**src/rtl/serial_logic_alu.sv**
```systemverilog
//==============================================================================
// Module   : serial_logic_alu (with and_gate / or_gate / xor_gate primitives)
// Purpose  : Bit-serial AND/OR/XOR/ADD unit, LSB first, valid/ready on both sides.
// Revision : 1.0 - initial release
//==============================================================================
`default_nettype none

module and_gate (
    input  logic i_a,
    input  logic i_b,
    output logic o_y
);
    assign o_y = i_a & i_b;
endmodule

module or_gate (
    input  logic i_a,
    input  logic i_b,
    output logic o_y
);
    assign o_y = i_a | i_b;
endmodule

module xor_gate (
    input  logic i_a,
    input  logic i_b,
    output logic o_y
);
    assign o_y = i_a ^ i_b;
endmodule

module serial_logic_alu #(
    parameter int WIDTH = 8
) (
    input  logic             clk,
    input  logic             rst_n,
    input  logic             in_valid,
    output logic             in_ready,
    input  logic [WIDTH-1:0] a,
    input  logic [WIDTH-1:0] b,
    input  logic [1:0]       op,
    output logic             out_valid,
    input  logic             out_ready,
    output logic [WIDTH-1:0] result,
    output logic             carry_out,
    output logic             zero
);
    localparam int               CNT_W    = $clog2(WIDTH) + 1;
    localparam logic [CNT_W-1:0] c_LAST   = CNT_W'(WIDTH - 1);
    localparam logic [CNT_W-1:0] c_ONE    = CNT_W'(1);
    localparam logic [1:0]       c_OP_AND = 2'b00;
    localparam logic [1:0]       c_OP_OR  = 2'b01;
    localparam logic [1:0]       c_OP_XOR = 2'b10;

    typedef enum logic [1:0] {
        S_IDLE = 2'd0,
        S_RUN  = 2'd1,
        S_DONE = 2'd2
    } state_t;

    state_t           r_state;
    logic [WIDTH-1:0] r_a;
    logic [WIDTH-1:0] r_b;
    logic [1:0]       r_op;
    logic [CNT_W-1:0] r_cnt;
    logic             r_carry;
    logic [WIDTH-1:0] r_acc;

    logic             w_and_ab;
    logic             w_or_ab;
    logic             w_xor_ab;
    logic             w_sum;
    logic             w_and_cx;
    logic             w_carry_nxt;
    logic             w_bit;
    logic [WIDTH-1:0] w_acc_nxt;

    // One bit slice: the logic ops reuse the full-adder's first-level gates.
    and_gate u_and_ab  (.i_a(r_a[0]),   .i_b(r_b[0]),   .o_y(w_and_ab));
    or_gate  u_or_ab   (.i_a(r_a[0]),   .i_b(r_b[0]),   .o_y(w_or_ab));
    xor_gate u_xor_ab  (.i_a(r_a[0]),   .i_b(r_b[0]),   .o_y(w_xor_ab));
    xor_gate u_xor_sum (.i_a(w_xor_ab), .i_b(r_carry),  .o_y(w_sum));
    and_gate u_and_cx  (.i_a(r_carry),  .i_b(w_xor_ab), .o_y(w_and_cx));
    or_gate  u_or_cy   (.i_a(w_and_ab), .i_b(w_and_cx), .o_y(w_carry_nxt));

    always_comb begin
        w_bit = w_sum;
        case (r_op)
            c_OP_AND: w_bit = w_and_ab;
            c_OP_OR:  w_bit = w_or_ab;
            c_OP_XOR: w_bit = w_xor_ab;
            default:  w_bit = w_sum;
        endcase
    end

    generate
        if (WIDTH == 1) begin : g_acc_w1
            assign w_acc_nxt = w_bit;
        end else begin : g_acc_wn
            assign w_acc_nxt = {w_bit, r_acc[WIDTH-1:1]};
        end
    endgenerate

    // The accumulator is private; result only updates on the final bit so the
    // previous answer stays visible until the next completion.
    always_ff @(posedge clk or negedge rst_n) begin
        if (!rst_n) begin
            r_state   <= S_IDLE;
            in_ready  <= 1'b1;
            out_valid <= 1'b0;
            result    <= '0;
            carry_out <= 1'b0;
            zero      <= 1'b0;
            r_a       <= '0;
            r_b       <= '0;
            r_op      <= 2'b00;
            r_cnt     <= '0;
            r_carry   <= 1'b0;
            r_acc     <= '0;
        end else begin
            case (r_state)
                S_IDLE: begin
                    if (in_valid) begin
                        r_a      <= a;
                        r_b      <= b;
                        r_op     <= op;
                        r_cnt    <= '0;
                        r_carry  <= 1'b0;
                        in_ready <= 1'b0;
                        r_state  <= S_RUN;
                    end
                end
                S_RUN: begin
                    r_acc   <= w_acc_nxt;
                    r_a     <= r_a >> 1;
                    r_b     <= r_b >> 1;
                    r_carry <= w_carry_nxt;
                    r_cnt   <= r_cnt + c_ONE;
                    if (r_cnt == c_LAST) begin
                        result    <= w_acc_nxt;
                        carry_out <= (r_op == 2'b11) ? w_carry_nxt : 1'b0;
                        zero      <= (w_acc_nxt == '0);
                        out_valid <= 1'b1;
                        r_state   <= S_DONE;
                    end
                end
                S_DONE: begin
                    if (out_ready) begin
                        out_valid <= 1'b0;
                        in_ready  <= 1'b1;
                        r_state   <= S_IDLE;
                    end
                end
                default: begin
                    out_valid <= 1'b0;
                    in_ready  <= 1'b1;
                    r_state   <= S_IDLE;
                end
            endcase
        end
    end
endmodule

`default_nettype wire

```
**config.mk**
```make
export PLATFORM = sky130hd
export DESIGN_NAME = serial_logic_alu
export DESIGN_NICKNAME = d
export VERILOG_FILES = /design/src/rtl/serial_logic_alu.sv
export SDC_FILE = /design/constraint.sdc
export NUM_CORES = 1
export LEC_CHECK = 0
export CORE_ASPECT_RATIO = 0.5
export CORE_MARGIN = 10
export CORE_UTILIZATION = 42
export CTS_BUF_LIST = sky130_fd_sc_hd__clkbuf_8
export DETAILED_ROUTE_END_ITERATION = 7
export HOLD_SLACK_MARGIN = 0.02
export PLACE_DENSITY = 0.66
export SLEW_MARGIN = 20
export SYNTH_ARGS = -nofsm -noshare
export SYNTH_HDL_FRONTEND = slang
export SYNTH_HIERARCHICAL = 1
export SYNTH_SLANG_ARGS = --single-unit
```
**constraint.sdc**
```tcl
create_clock -name clk -period 2.6 [get_ports clk]
set_input_delay 0.39 -clock clk [delete_from_list [all_inputs] [get_ports clk]]
set_output_delay 0.39 -clock clk [all_outputs]
set_load 0.005 [all_outputs]
```
Yosys cells after proc, flatten, opt, wreduce, memory -nomap -nowiden
Cells that the tools add are included.
{"block": "word_totals", "memories": 0, "mem_bits_ro": 0, "reg_bits": 45, "ram_bits": 0, "wordCells": 59, "latch_bits": 0, "output_inout_bits": 12}
{"block": "op_classes", "div": 0, "n_reduce_logical": 10, "bitwise": 8, "muxes": 19, "order_cmp": 0, "eq_ne": 9, "multipliers": 0, "n_addsub": 1, "shift": 0}
{"op": "8-bit one-hot mux with 2 select lines", "count": 2}
{"op": "8-bit two-way mux", "count": 2}
{"op": "1-bit one-hot mux with 3 select lines", "count": 3}
{"op": "3-bit AND reduction", "count": 3}
{"op": "8-bit zero test", "count": 1}
{"op": "4-bit one-hot mux with 2 select lines", "count": 1}
{"op": "2-bit == test (second input constant)", "count": 3}
{"op": "2-bit two-way mux", "count": 3}
{"op": "2-bit != test (second input constant)", "count": 3}
{"op": "2-bit one-hot mux with 3 select lines", "count": 1}
{"op": "2-bit AND reduction", "count": 3}
{"op": "1-bit two-way mux", "count": 5}
{"op": "4-bit by 1-bit adder with 4-bit output (second input constant)", "count": 1}
{"op": "2-bit by 1-bit == test with 1-bit output (second input constant)", "count": 2}
{"op": "4-bit by 3-bit == test with 1-bit output (second input constant)", "count": 1}
{"op": "2-bit zero test", "count": 2}
{"op": "4-bit two-way mux", "count": 1}
{"op": "1-bit bitwise AND", "count": 2}
{"op": "1-bit inverter", "count": 2}
{"op": "1-bit OR", "count": 2}
{"op": "1-bit one-hot mux with 2 select lines", "count": 1}
{"op": "2-bit nonzero test", "count": 1}
{"op": "1-bit XOR", "count": 2}

Depth between registers and ports, before layout
{"block": "depth", "depth_word": 4, "ltp_mapped": 5, "depth_no_buf": 5}

Cells and area by module
The synthesis kept the hierarchy.
{"module": "serial_logic_alu", "n_inst": 1, "area_per_inst_um2": 1958.1, "cells_each": 172}
{"module": "xor_gate", "n_inst": 2, "area_per_inst_um2": 8.8, "cells_each": 1}
{"module": "and_gate", "n_inst": 2, "area_per_inst_um2": 6.3, "cells_each": 1}
{"module": "or_gate", "n_inst": 2, "area_per_inst_um2": 6.3, "cells_each": 1}

Worst setup path after synthesis
No wires, ideal clock.
{"block": "synth_timing", "kind": "register -> register", "from": "reg r_b[0]", "to": "reg result[7]", "path_stages_with_launch": 5, "setup_time_ns": 0.125, "synth_period_minus_slack_ns": 1.573, "slack_ns": 1.027, "required_ns": 2.475, "t_arrival_ns": 1.448, "path_cell_list": "dfrtp_1 > xor2_1 > xor2_1 > mux4_2 > mux2_4"}
{"block": "synth_between", "elab_chain_cells": 3, "word_cells_on_any_way": 5}
{"element": "start, declared", "line_no": "63", "rtl": "logic [WIDTH-1:0] r_b;"}
{"element": "start signal, assigned", "line_no": "136", "rtl": "r_b <= r_b >> 1;"}
{"element": "1-bit XOR", "line_no": "29", "rtl": "assign o_y = i_a ^ i_b;"}
{"element": "via w_xor_ab", "line_no": "71", "rtl": "logic w_xor_ab;"}
{"element": "1-bit XOR", "line_no": "29"}
{"element": "via w_sum", "line_no": "72", "rtl": "logic w_sum;"}
{"element": "1-bit one-hot mux with 3 select lines", "line_no": "88", "rtl": "case (r_op)"}
{"element": "end signal, assigned", "line_no": "140", "rtl": "result <= w_acc_nxt;"}
{"element": "end, declared", "line_no": "44", "rtl": "output logic [WIDTH-1:0] result,"}
The timed path passes the listed nets, and every way through them passes these cells.
A chain may end at the register's enable or synchronous reset.

Final worst setup path
{"block": "layout_timing", "from": "reg in_ready", "to": "out in_ready"}
{"element": "start, declared", "line_no": "38", "rtl": "output logic in_ready,"}
{"element": "start signal, assigned", "line_no": "109", "rtl": "in_ready <= 1'b1;"}
{"element": "start signal, assigned", "line_no": "129", "rtl": "in_ready <= 1'b0;"}
{"element": "start signal, assigned", "line_no": "150", "rtl": "in_ready <= 1'b1;"}
No word-level cell between the ends.

==> metrics.txt <==
# TYPE chip_impl_metric gauge
chip_impl_metric{name="grt_antenna_before_repair",unit=""} 0
chip_impl_metric{name="tightest_pin_transition",unit="ns"} 0.954
chip_impl_metric{name="drt_pass_1_iters",unit=""} 4
chip_impl_metric{name="final_layout_size_suffix_gt1_frac",unit=""} 0.100
chip_impl_metric{name="floorplan.die_area",unit="um2"} 8090
chip_impl_metric{name="grt_usage",unit=""} 0.103
chip_impl_metric{name="critPathMaxStageDelay",unit="ns"} 0.54
chip_impl_metric{name="avgViaCountPerCell",unit=""} 4.80
chip_impl_info{name="post_synth_main_area_contributors",value="sky130_fd_sc_hd__dfrtp_1 54%, sky130_fd_sc_hd__nand2_1 8.6%, sky130_fd_sc_hd__mux2i_1 7.5%, sky130_fd_sc_hd__mux2_1 3.9%, sky130_fd_sc_hd__o21ai_1 3.0%"} 1
chip_impl_info{name="crit_path_cell_trace",value="clkdlybuf4s50_1"} 1
chip_impl_metric{name="grt_max_degree",unit=""} 45
chip_impl_metric{name="setup_viol",unit=""} 0
chip_impl_metric{name="met1_wire_length",unit="um"} 1890
chip_impl_metric{name="numClockSinks",unit=""} 44
chip_impl_info{name="worst_path_dominant_cell_family",value="flip-flops"} 1
chip_impl_metric{name="grt_pass1_vias",unit=""} 1402
chip_impl_metric{name="post-route-cell-area",unit="um2"} 2440
chip_impl_metric{name="global_route.overflow_total",unit=""} 0
chip_impl_metric{name="wl_met2",unit="um"} 1770
chip_impl_metric{name="critical_path_at",unit="ns"} 1.34
chip_impl_metric{name="synthDistinctLibCells",unit=""} 38
chip_impl_metric{name="ys_warn_count",unit=""} 6
chip_impl_metric{name="cap_violations",unit=""} 0
chip_impl_info{name="postSynth.topFlopCell",value="sky130_fd_sc_hd__dfrtp_1"} 1
chip_impl_metric{name="largest_voltage_drop_on_the_vdd_net",unit="V"} 0.000494
chip_impl_metric{name="place_area",unit="um2"} 2330
chip_impl_info{name="maxUsedRoutingLayer",value="met4"} 1
chip_impl_metric{name="cts_clock_pin_slew_for_the_worst_setup_and_hold_paths",unit="ns"} 0.08
chip_impl_metric{name="design.final.nets",unit=""} 232
chip_impl_metric{name="slew_headroom",unit=""} 0.364
chip_impl_metric{name="wl_per_cell",unit="um"} 14.0
chip_impl_info{name="run_status",value="finished, final reports clean"} 1
chip_impl_metric{name="numCtsBuffers",unit=""} 5
chip_impl_metric{name="fp.dieH",unit="um"} 68.8
chip_impl_metric{name="gpl.final_weighted_congestion",unit=""} 0.716
chip_impl_metric{name="dp_hpwl",unit="um"} 2620
chip_impl_metric{name="timing.clock.skew",unit="ns"} 0.00790
chip_impl_metric{name="synth_area_per_cell",unit="um2"} 11.2
chip_impl_metric{name="post-route-min-period",unit="ns"} 1.73
chip_impl_metric{name="buf_inv_on_cp",unit=""} 1
chip_impl_info{name="cts_tree",value="yes"} 1
chip_impl_info{name="critPathKind",value="reg2out"} 1
chip_impl_info{name="critPathLaunchType",value="register"} 1
chip_impl_info{name="post-synth-top-count-cell",value="sky130_fd_sc_hd__nand2_1"} 1
chip_impl_metric{name="syn-cell-area",unit="um2"} 2000
chip_impl_info{name="netlist.top_cell.by_area",value="sky130_fd_sc_hd__dfrtp_1"} 1
chip_impl_metric{name="antenna_cells_inserted",unit=""} 0
chip_impl_metric{name="ys_ff_latch",unit=""} 44
chip_impl_metric{name="async_flop_share",unit=""} 1.00
chip_impl_metric{name="timing_hold_violations_final",unit=""} 0
chip_impl_metric{name="grt_pass1_wl",unit="um"} 6710
chip_impl_metric{name="insertion_delay",unit="ns"} 0.30
chip_impl_metric{name="synth_top_area_share",unit=""} 0.538
chip_impl_metric{name="drt-total-wl",unit="um"} 3860
chip_impl_metric{name="fmax",unit="GHz"} 0.579
chip_impl_metric{name="timing.setup.tns",unit="ns"} 0
chip_impl_metric{name="num_io_pins",unit=""} 34
chip_impl_metric{name="die_width",unit="um"} 118
chip_impl_metric{name="dr_total_vias",unit=""} 1326
chip_impl_metric{name="post_synth_edffs",unit=""} 0
chip_impl_metric{name="reg2reg_slack",unit="ns"} 0.89
chip_impl_metric{name="postSynthNetCount",unit=""} 201
chip_impl_metric{name="finish.cell_count_without_fillers",unit=""} 276
chip_impl_metric{name="floorplan_row_count",unit=""} 17
chip_impl_metric{name="critical_path_required",unit="ns"} 2.21
chip_impl_metric{name="portBuffers",unit=""} 33
chip_impl_metric{name="h_tree_levels",unit=""} 2
chip_impl_info{name="critical_path.slowest_cell",value="sky130_fd_sc_hd__dfstp_2"} 1
chip_impl_info{name="clk_root_buffer_cell",value="sky130_fd_sc_hd__clkbuf_8"} 1
chip_impl_metric{name="worst-path-max-fanout",unit=""} 3
chip_impl_metric{name="detailroute.wirelength.met3",unit="um"} 147
chip_impl_metric{name="place_inst",unit=""} 268
chip_impl_info{name="synth_common_cells",value="46 x sky130_fd_sc_hd__nand2_1, 43 x sky130_fd_sc_hd__dfrtp_1, 15 x sky130_fd_sc_hd__mux2i_1"} 1
chip_impl_info{name="rsz0062_at_grt",value="no"} 1
chip_impl_info{name="min_path_type",value="in2async"} 1
chip_impl_metric{name="floorplan.initialDensity",unit=""} 0.446
chip_impl_metric{name="final_min_period_over_clock_period",unit=""} 0.664
chip_impl_metric{name="placeableCoreArea",unit="um2"} 4490
chip_impl_metric{name="final_util",unit=""} 0.545
chip_impl_metric{name="remaining_drc_errors",unit=""} 0
chip_impl_metric{name="final-max-slew-violation-count",unit=""} 0
chip_impl_metric{name="power_density",unit="nW/um2"} 1080
chip_impl_metric{name="area_delta_synth_final",unit="%"} 22.2
chip_impl_metric{name="post_cts_resize_count",unit=""} 0
chip_impl_metric{name="seq_area_frac_synth",unit=""} 0.551
chip_impl_metric{name="hold_buffers",unit=""} 0
chip_impl_metric{name="first_iter_violations",unit=""} 54
chip_impl_metric{name="detail-route-antenna-nets",unit=""} 0
chip_impl_metric{name="cts_setup_buffers",unit=""} 0
chip_impl_metric{name="leakagePower",unit="nW"} 1.09
chip_impl_info{name="setup.worst_path.end_class",value="output port"} 1
chip_impl_metric{name="netlist_instances",unit=""} 178
chip_impl_metric{name="cts.path.max_buffers",unit=""} 2
==> area by class of cell <==
cell class	instances	area, um2
timing repair buffer	34	333
tap	66	82.6
inverter	1	3.75
clock inverter	3	42.5
clock buffer	5	68.8
sequential	44	1100
multi-input combinational	123	812
fill	385	2040
==> cells by family after synthesis <==
| group | synth area share |
|---|---|
| flops | 0.551 |
| simple gates | 0.149 |
| fa+ha+maj | 0.00625 |
| xor+xnor | 0.0131 |
| compound gates | 0.0744 |
| buf+inv | 0.0463 |
| mux | 0.159 |
==> layer usage <==
layer / global-route usage / up-vias
met1: 0.122 / 639
met5: 0 / -
met4: 0.0505 / 0
li1: - / 663
met2: 0.173 / 19
met3: 0.0324 / 5
==> power breakdown <==
| group | switching [mW] | leakage, nW | total (mW) | internal (mW) |
|---|---|---|---|---|
| logic | 0.474 | 0.466 | 0.966 | 0.492 |
| clock network | 0.238 | 0.0541 | 0.522 | 0.284 |
| registers | 0.203 | 0.569 | 1.16 | 0.959 |
| total | 0.915 | 1.09 | 2.65 | 1.74 |
==> state kept, by name, summed over array words and instances, names as in the netlist <==
signal,cells
r_cnt,4
r_a,8
r_b,8
r_state,2
carry_out,1
r_op,2
result,8
zero,1
r_carry,1
r_acc,7
in_ready,1
out_valid,1
==> layout by cell type, fill, tap and decap left out, types with 2 or more instances in the layout <==
cell type / instances
sky130_fd_sc_hd__nand2_1: 46
sky130_fd_sc_hd__dfrtp_1: 43
sky130_fd_sc_hd__clkdlybuf4s50_1: 32
sky130_fd_sc_hd__mux2i_1: 15
sky130_fd_sc_hd__o21ai_1: 12
sky130_fd_sc_hd__o21ai_0: 8
sky130_fd_sc_hd__mux2_1: 7
sky130_fd_sc_hd__clkbuf_8: 5
sky130_fd_sc_hd__xor2_1: 3
sky130_fd_sc_hd__mux2_4: 3
sky130_fd_sc_hd__mux2_2: 2
sky130_fd_sc_hd__a21oi_1: 2
sky130_fd_sc_hd__nor2_1: 2
sky130_fd_sc_hd__and2_1: 2
sky130_fd_sc_hd__or2_1: 2
==> through the flow <==
step | hold slack [ns] | setup WS (ns) | power, mW
after floorplan | 0.0944 | 1.03 | 1.86
after global routing | 0.310 | 0.777 | 2.88
after CTS | 0.264 | 0.851 | 2.69
after global placement | 0.462 | 0.714 | 2.12
after detailed placement | 0.474 | 0.706 | 2.16
final | 0.236 | 0.874 | 2.65
==> worst paths after layout <==
check	to	startpoint	cells after the start
max	in_ready	in_ready	1
min	result[5]	rst_n	1
max reg2reg	result[7]	r_b[0]	4
min reg2reg	r_b[4]	r_b[5]	2
max in group asynchronous	carry_out	rst_n	1
min in group clk	r_b[4]	r_b[5]	2
(Power assumes the default switching activity.)
